--- config.mk ---
export PLATFORM = sky130hd
export DESIGN_NAME = booth_seq_mult
export DESIGN_NICKNAME = d
export VERILOG_FILES = /design/src/rtl/booth_pkg.sv /design/src/rtl/booth_addsub.sv /design/src/rtl/booth_seq_mult.sv
export SDC_FILE = /design/constraint.sdc
export NUM_CORES = 1
export LEC_CHECK = 0
export ABC_AREA = 1
export CELL_PAD_IN_SITES_DETAIL_PLACEMENT = 0
export CELL_PAD_IN_SITES_GLOBAL_PLACEMENT = 1
export CORE_MARGIN = 1.5
export CORE_UTILIZATION = 36
export CTS_CLUSTER_SIZE = 8
export DETAILED_ROUTE_END_ITERATION = 8
export PLACE_DENSITY_LB_ADDON = 0.25
export SYNTH_ARGS = -nofsm -noshare
export SYNTH_HDL_FRONTEND = slang
export SYNTH_SLANG_ARGS = --single-unit
--- constraint.sdc ---
create_clock -name CLK -period 1.9 [get_ports CLK]
set_input_delay 0.285 -clock CLK [delete_from_list [all_inputs] [get_ports CLK]]
set_output_delay 0.285 -clock CLK [all_outputs]
set_load 0.05 [all_outputs]
--- src/rtl/booth_pkg.sv ---
// Shared types and constants for the sequential Booth multiplier.
package booth_pkg;

    localparam int WIDTH_DEF = 8;
    localparam int CNT_W     = $clog2(WIDTH_DEF);

    typedef enum logic {
        IDLE = 1'b0,
        RUN  = 1'b1
    } state_t;

endpackage

--- src/rtl/booth_addsub.sv ---
// W-bit add/subtract, S = X + Y or S = X - Y.
// Y is XOR-inverted when SUB is set, and SUB is also used as the carry-in.
module booth_addsub #(
    parameter int W = 9
) (
    input  logic [W-1:0] X,
    input  logic [W-1:0] Y,
    input  logic         SUB,
    output logic [W-1:0] S
);

    logic [W-1:0] y_x;

    assign y_x = Y ^ {W{SUB}};
    assign S   = X + y_x + {{(W-1){1'b0}}, SUB};

endmodule

--- src/rtl/booth_seq_mult.sv ---
// Radix-2 Booth multiplier that performs one iteration per clock.
// P and DONE are registered, so no input reaches an output combinationally.
//
// state | meaning
// IDLE  | waiting for START; P holds the last product
// RUN   | one Booth add/shift per edge, WIDTH edges in total
module booth_seq_mult
    import booth_pkg::*;
#(
    parameter int WIDTH = WIDTH_DEF
) (
    input  logic               CLK,
    input  logic               RST,
    input  logic               START,
    input  logic [WIDTH-1:0]   A,
    input  logic [WIDTH-1:0]   B,
    output logic [2*WIDTH-1:0] P,
    output logic               BUSY,
    output logic               DONE
);

    localparam int CW = (WIDTH == WIDTH_DEF) ? CNT_W : ((WIDTH > 1) ? $clog2(WIDTH) : 1);

    state_t            state, state_nxt;
    logic [WIDTH:0]    m, acc, sum, t, acc_sh;
    logic [WIDTH-1:0]  q, q_sh;
    logic              q_1;
    logic [CW-1:0]     count;
    logic              sub, use_sum, last;

    booth_addsub #(.W(WIDTH + 1)) u_addsub (
        .X   (acc),
        .Y   (m),
        .SUB (sub),
        .S   (sum)
    );

    // {q[0], q_1} = 10 subtracts M, 01 adds M, and 00 or 11 passes ACC through.
    always_comb begin
        sub     = q[0] & ~q_1;
        use_sum = q[0] ^ q_1;
        t       = use_sum ? sum : acc;
        acc_sh  = {t[WIDTH], t[WIDTH:1]};
        q_sh    = {t[0], q[WIDTH-1:1]};
        last    = (count == CW'(WIDTH - 1));
    end

    always_ff @(posedge CLK or posedge RST) begin
        if (RST) begin
            state <= IDLE;
        end else begin
            state <= state_nxt;
        end
    end

    always_comb begin
        state_nxt = state;
        case (state)
            IDLE:    if (START) state_nxt = RUN;
            RUN:     if (last)  state_nxt = IDLE;
            default: state_nxt = IDLE;
        endcase
    end

    always_ff @(posedge CLK or posedge RST) begin
        if (RST) begin
            m     <= '0;
            acc   <= '0;
            q     <= '0;
            q_1   <= 1'b0;
            count <= '0;
            P     <= '0;
            DONE  <= 1'b0;
        end else begin
            DONE <= 1'b0;
            case (state)
                IDLE: begin
                    if (START) begin
                        m     <= {A[WIDTH-1], A};
                        q     <= B;
                        acc   <= '0;
                        q_1   <= 1'b0;
                        count <= '0;
                    end
                end
                RUN: begin
                    acc   <= acc_sh;
                    q     <= q_sh;
                    q_1   <= q[0];
                    count <= count + 1'b1;
                    if (last) begin
                        P    <= {acc_sh[WIDTH-1:0], q_sh};
                        DONE <= 1'b1;
                    end
                end
                default: ;
            endcase
        end
    end

    assign BUSY = (state == RUN);

endmodule

Word-level counts from Yosys, hierarchy flattened

Index checks and enable logic that the tools add are counted.

Add/sub/neg operators: 3
Equality and inequality tests: 2
Muxes and demuxes: 14
Bitwise gates (word level): 5
Reductions and logical operators: 2

Operators with widths:

| cell                                                           | count |
|---|---|
| 9-bit 2-to-1 mux                                               | 2 |
| 9-bit case mux with 2 select lines                             | 1 |
| 8-bit case mux with 2 select lines                             | 1 |
| 9-bit by 1-bit adder with 9-bit output                         | 1 |
| 9-bit adder                                                    | 1 |
| 9-bit bitwise XOR                                              | 1 |
| 8-bit 2-to-1 mux                                               | 1 |
| 3-bit case mux with 2 select lines                             | 1 |
| 1-bit 2-to-1 mux                                               | 5 |
| 1-bit case mux with 2 select lines                             | 2 |
| 2-bit AND reduction                                            | 2 |
| 3-bit by 1-bit adder with 3-bit output (second input constant) | 1 |
| 3-bit == test (second input constant)                          | 1 |
| 3-bit 2-to-1 mux                                               | 1 |
| 2-bit != test (second input constant)                          | 1 |
| 1-bit inverter                                                 | 2 |
| 1-bit bitwise AND                                              | 1 |
| 1-bit bitwise XOR                                              | 1 |

Bits in registers: 47
Input port bits: 19
Output and inout port bits: 18
Logic and storage cells: 34

Longest topological paths before layout

Depth in word-level cells: 7
Gate-level depth with buffers: 16
Mapped depth without buffers: 15

Cells and area by module

From an unflattened synthesis, not the netlist that was laid out.

Cells, all modules: 324
Area total of the unflattened synthesis: 2469.9 um^2

Modules (own cells, without submodules):

| module         | times used | cells an instance | area an instance (um^2) | sequential area each (um^2) |
|---|---|---|---|---|
| booth_seq_mult | 1          | 235               | 1943.1                  | 1151.1 |
| booth_addsub   | 1          | 89                | 526.8                   | 0.0 |

Least setup slack after synthesis

Ideal clock, no wire load.

Path kind: register to register
From: reg q[0]
To: reg P[15]
Setup time: 118 ps
Arrival time: 1822 ps
Data required time: 1782 ps
Setup slack: -40 ps
Cell stages (with the launch flop): 13
Buffers on the path: 1
Clock period less this slack: 1940 ps
Cells stage by stage: dfrtp_1 ha_1 buf_6 xor2_1 fa_1 nand3_1 nand2_1 nand3_1 nand3_1 nand3_1 nand2_1 nand2_1 nand2_1

Cells in the longest elaborated chain, start to end: 5
Elaborated cells between the ends (all ways): 6
Classes of those cells: 2 x add/sub; 1 x mux; 3 x bitwise

Ends and longest elaborated chain:

| item                                   | RTL line             | text |
|---|---|---|
| start, declared                        | booth_seq_mult.sv:26 | `logic [WIDTH-1:0] q, q_sh;` |
| start signal, assigned                 | booth_seq_mult.sv:88 | `q <= q_sh;` |
| 1-bit bitwise AND                      | booth_seq_mult.sv:40 | `sub = q[0] & ~q_1;` |
| 9-bit bitwise XOR                      | booth_addsub.sv:14   | `assign y_x = Y ^ {W{SUB}};` |
| 9-bit adder                            | booth_addsub.sv:15   | `assign S = X + y_x + {{(W-1){1'b0}}, SUB};` |
| 9-bit by 1-bit adder with 9-bit output | booth_addsub.sv:15   |  |
| 9-bit 2-to-1 mux (*)                   | booth_seq_mult.sv:42 | `t = use_sum ? sum : acc;` |
| end signal, assigned                   | booth_seq_mult.sv:92 | `P <= {acc_sh[WIDTH-1:0], q_sh};` |
| end, declared                          | booth_seq_mult.sv:17 | `output logic [2*WIDTH-1:0] P,` |

Every way passes the cells marked *; elsewhere a longest branch is shown, timed or not.
A chain may end at the register's enable or synchronous reset.

Final worst setup path

From: reg q[0]
To: reg P[14]

Same word-level chain as after synthesis.

==> reports/qor.yml <==
status: "finished with violations"
violations: "negative setup slack"
fmax_ghz: 0.4981
synth_area_per_cell_um2: 8.201
synth_cells: 285
cts.htree.levels: 2
cap_violations: 0
yosys_register_bits: 46
drc: 0
cp.required_ns: 2.09
drv_slew: 0
clk_latency_ns: 0.30
cts_root_buffer: "clkbuf_8"
setup_slack_ns: -0.1077
synth_cell_types: 27
rsz0062_at_grt: "yes"
cts.sinks: 46
cts_tree: "done"
antenna_found_initial: 0
crit_path_max_fanout: 6
end_kind: "flop"
io_buffers: 36
finalSetupViolCount: 10
globalplace.congestion: 0.7513
grt_max_degree: 47
viasPerCell: 4.590
num_rows: 29
nets: 372
grt_overflow: 0
critPathLaunchType: "flop"
clk_pin_slew_worst_paths_ns: 0.09
die_y_um: 83.58
diodes: 0
cts_made_buffers: 5
drt-total-wl_um: 5172
drt_first_pass_iters: 4
final_core_util_pct: 49.80
fin_crit_sh_pct: 105.7
relSlewSlack_pct: 66.88
die_area_um2: 6985
grt_pass1_wl_um: 9073
worst_pin_slew_ns: 0.4952
ant_nets: 0
cp_cell_sequence: "ha_4 -> buf_6 -> xor2_1 -> ha_1 -> inv_1 -> o21ai_1 -> nor2_1 -> nand3_1 -> nand3_1 -> nand2_1 -> nand2_1 -> nand2_1"
synth_area_um2: 2337
grt_pass1_vias: 1954
slowest_stage: "dfrtp_1"
critPathMaxStageDelay_ns: 0.43
clk_path_buf_depth: 2
yosys_warnings: 0
synth.top_cell.area_share_pct: 49.25
die_w_um: 83.58
hpwl_um: 3757
start_util_pct: 37.02
drt_iter0_markers: 113
synth_area_leader_cell: "dfrtp_1"
grt_use_total_pct: 15.99
fin_skew_ns: 0.005806
holdCritPathClass: "input pin to async pin"
crit_type: "flop to flop"
core_area_um2: 6314
wl_per_cell_um: 12.31
io_pins: 37
syn_to_final_growth_pct: 34.53
cp_data_arrival_time_ns: 2.20
layout-drive-gt1-share_pct: 20.41
synth.area.top_cells: "dfrtp_1 (49%), nand2_1 (19%), ha_1 (5.4%)"
crit_top_cell: "nand2_1"
final.min_clock_period_ns: 2.008
dr_total_vias: 1928
hold_violations: 0
synthesis.nets: 315
ys_seq_area_share_pct: 49.25
logic make-up after synthesis:
kind of cell             after synthesis  share of synthesized area, %
adder cells (fa/ha/maj)               11                         6.210
flip-flops                            46                         49.25
AND/OR/NAND/NOR                      153                         27.09
AO/OA/AOI/OAI                         28                         7.334
buffers and inverters                 39                         7.120
XOR/XNOR                               8                         2.998
layout by cell type (no fill, tap or decap), types with 4 or more instances in the layout:
master / instances
nand2_2: 8
buf_4: 20
nor2_1: 6
nand3_1: 11
xor2_1: 7
clkdlybuf4s50_1: 35
ha_1: 9
dfrtp_1: 46
nand2_4: 4
nand3_2: 5
clkbuf_8: 5
o21ai_1: 9
inv_2: 10
nand2_1: 115
inv_1: 20
metal layers:
metal,track usage (%),routed length [um],vias up
met5,0,0,-
met4,4.471,46,0
met3,2.868,187,5
met2,26.76,2387,32
met1,21.32,2549,885
li1,-,-,1006
flip-flops by register name (all words and copies together) (netlist names):
| register | cells |
|---|---|
| BUSY | 1 |
| m | 8 |
| P | 16 |
| acc | 8 |
| count | 3 |
| q | 8 |
| q_1 | 1 |
| DONE | 1 |
path summary, 6_finish.rpt:
kind / startpoint / to / slack [ns] / depth (start not counted)
hold reg to reg: P[6] / P[6] / 0.49 / 2
setup / recovery: q[0] / P[14] / -0.11 / 12
min in group CLK: P[6] / P[6] / 0.49 / 2
setup reg to reg: q[0] / P[14] / -0.11 / 12
hold / removal: RST / P[2] / 0.32 / 3
max in group asynchronous: RST / P[12] / 1.35 / 3
cells in the mapped netlist:
master / count
a21oi_1: 3
a22o_1: 2
a22oi_1: 1
buf_2: 4
buf_6: 2
clkbuf_1: 2
clkinv_1: 2
dfrtp_1: 46
fa_1: 1
ha_1: 10
inv_1: 24
inv_2: 5
nand2_1: 121
nand2_2: 4
nand2_4: 2
nand3_1: 15
nand3_2: 1
nand3b_1: 1
nor2_1: 7
nor2_2: 1
o211ai_1: 2
o21ai_0: 6
o21ai_1: 7
o221ai_1: 3
o22ai_1: 4
or2_2: 1
xor2_1: 8
layout make-up:
class / instances / area (um^2)
fillers: 622 / 3169
repair buffers: 58 / 551.8
flip-flops and latches: 46 / 1151
inverters: 31 / 116.4
clock buffers: 6 / 72.57
clock inverters: 2 / 37.54
multi-input cells: 200 / 1119
well taps: 77 / 96.34
critical path, delay by kind of cell (launching register included):
| kind | cells | cell delay [ns] |
|---|---|---|
| buf+inv | 2 | 0.22 |
| fa+ha+maj | 2 | 0.54 |
| simple gates | 6 | 0.51 |
| xor+xnor | 1 | 0.14 |
| flops | 1 | 0.43 |
| compound gates | 1 | 0.07 |
timing repair:
action	CTS	global route
gates cloned	0	0
endpoints found under the setup margin	15	16
hold buffers	0	0
resized for setup	10	23
hold endpoints to repair	0	0
pin swaps	6	11
setup buffers	1	1
through the flow:
stage / cells / setup TNS (ns) / hold WS [ns] / setup WS, ns / area [um^2]
floorplan: 285 / -0.02152 / 0.3946 / -0.008757 / 2340
global placement: 410 / -2.032 / 0.4632 / -0.2047 / 2919
detailed placement: 410 / -2.622 / 0.4665 / -0.2550 / 2919
CTS: 419 / -0.6783 / 0.3410 / -0.1030 / 3064
global route: 420 / -2.149 / 0.3412 / -0.2578 / 3144
finish: 420 / -0.5294 / 0.3244 / -0.1077 / 3144
Power is left out: the tool's default activity adds up to more than one toggle a clock period on the data nets, which glitch-free logic cannot reach.
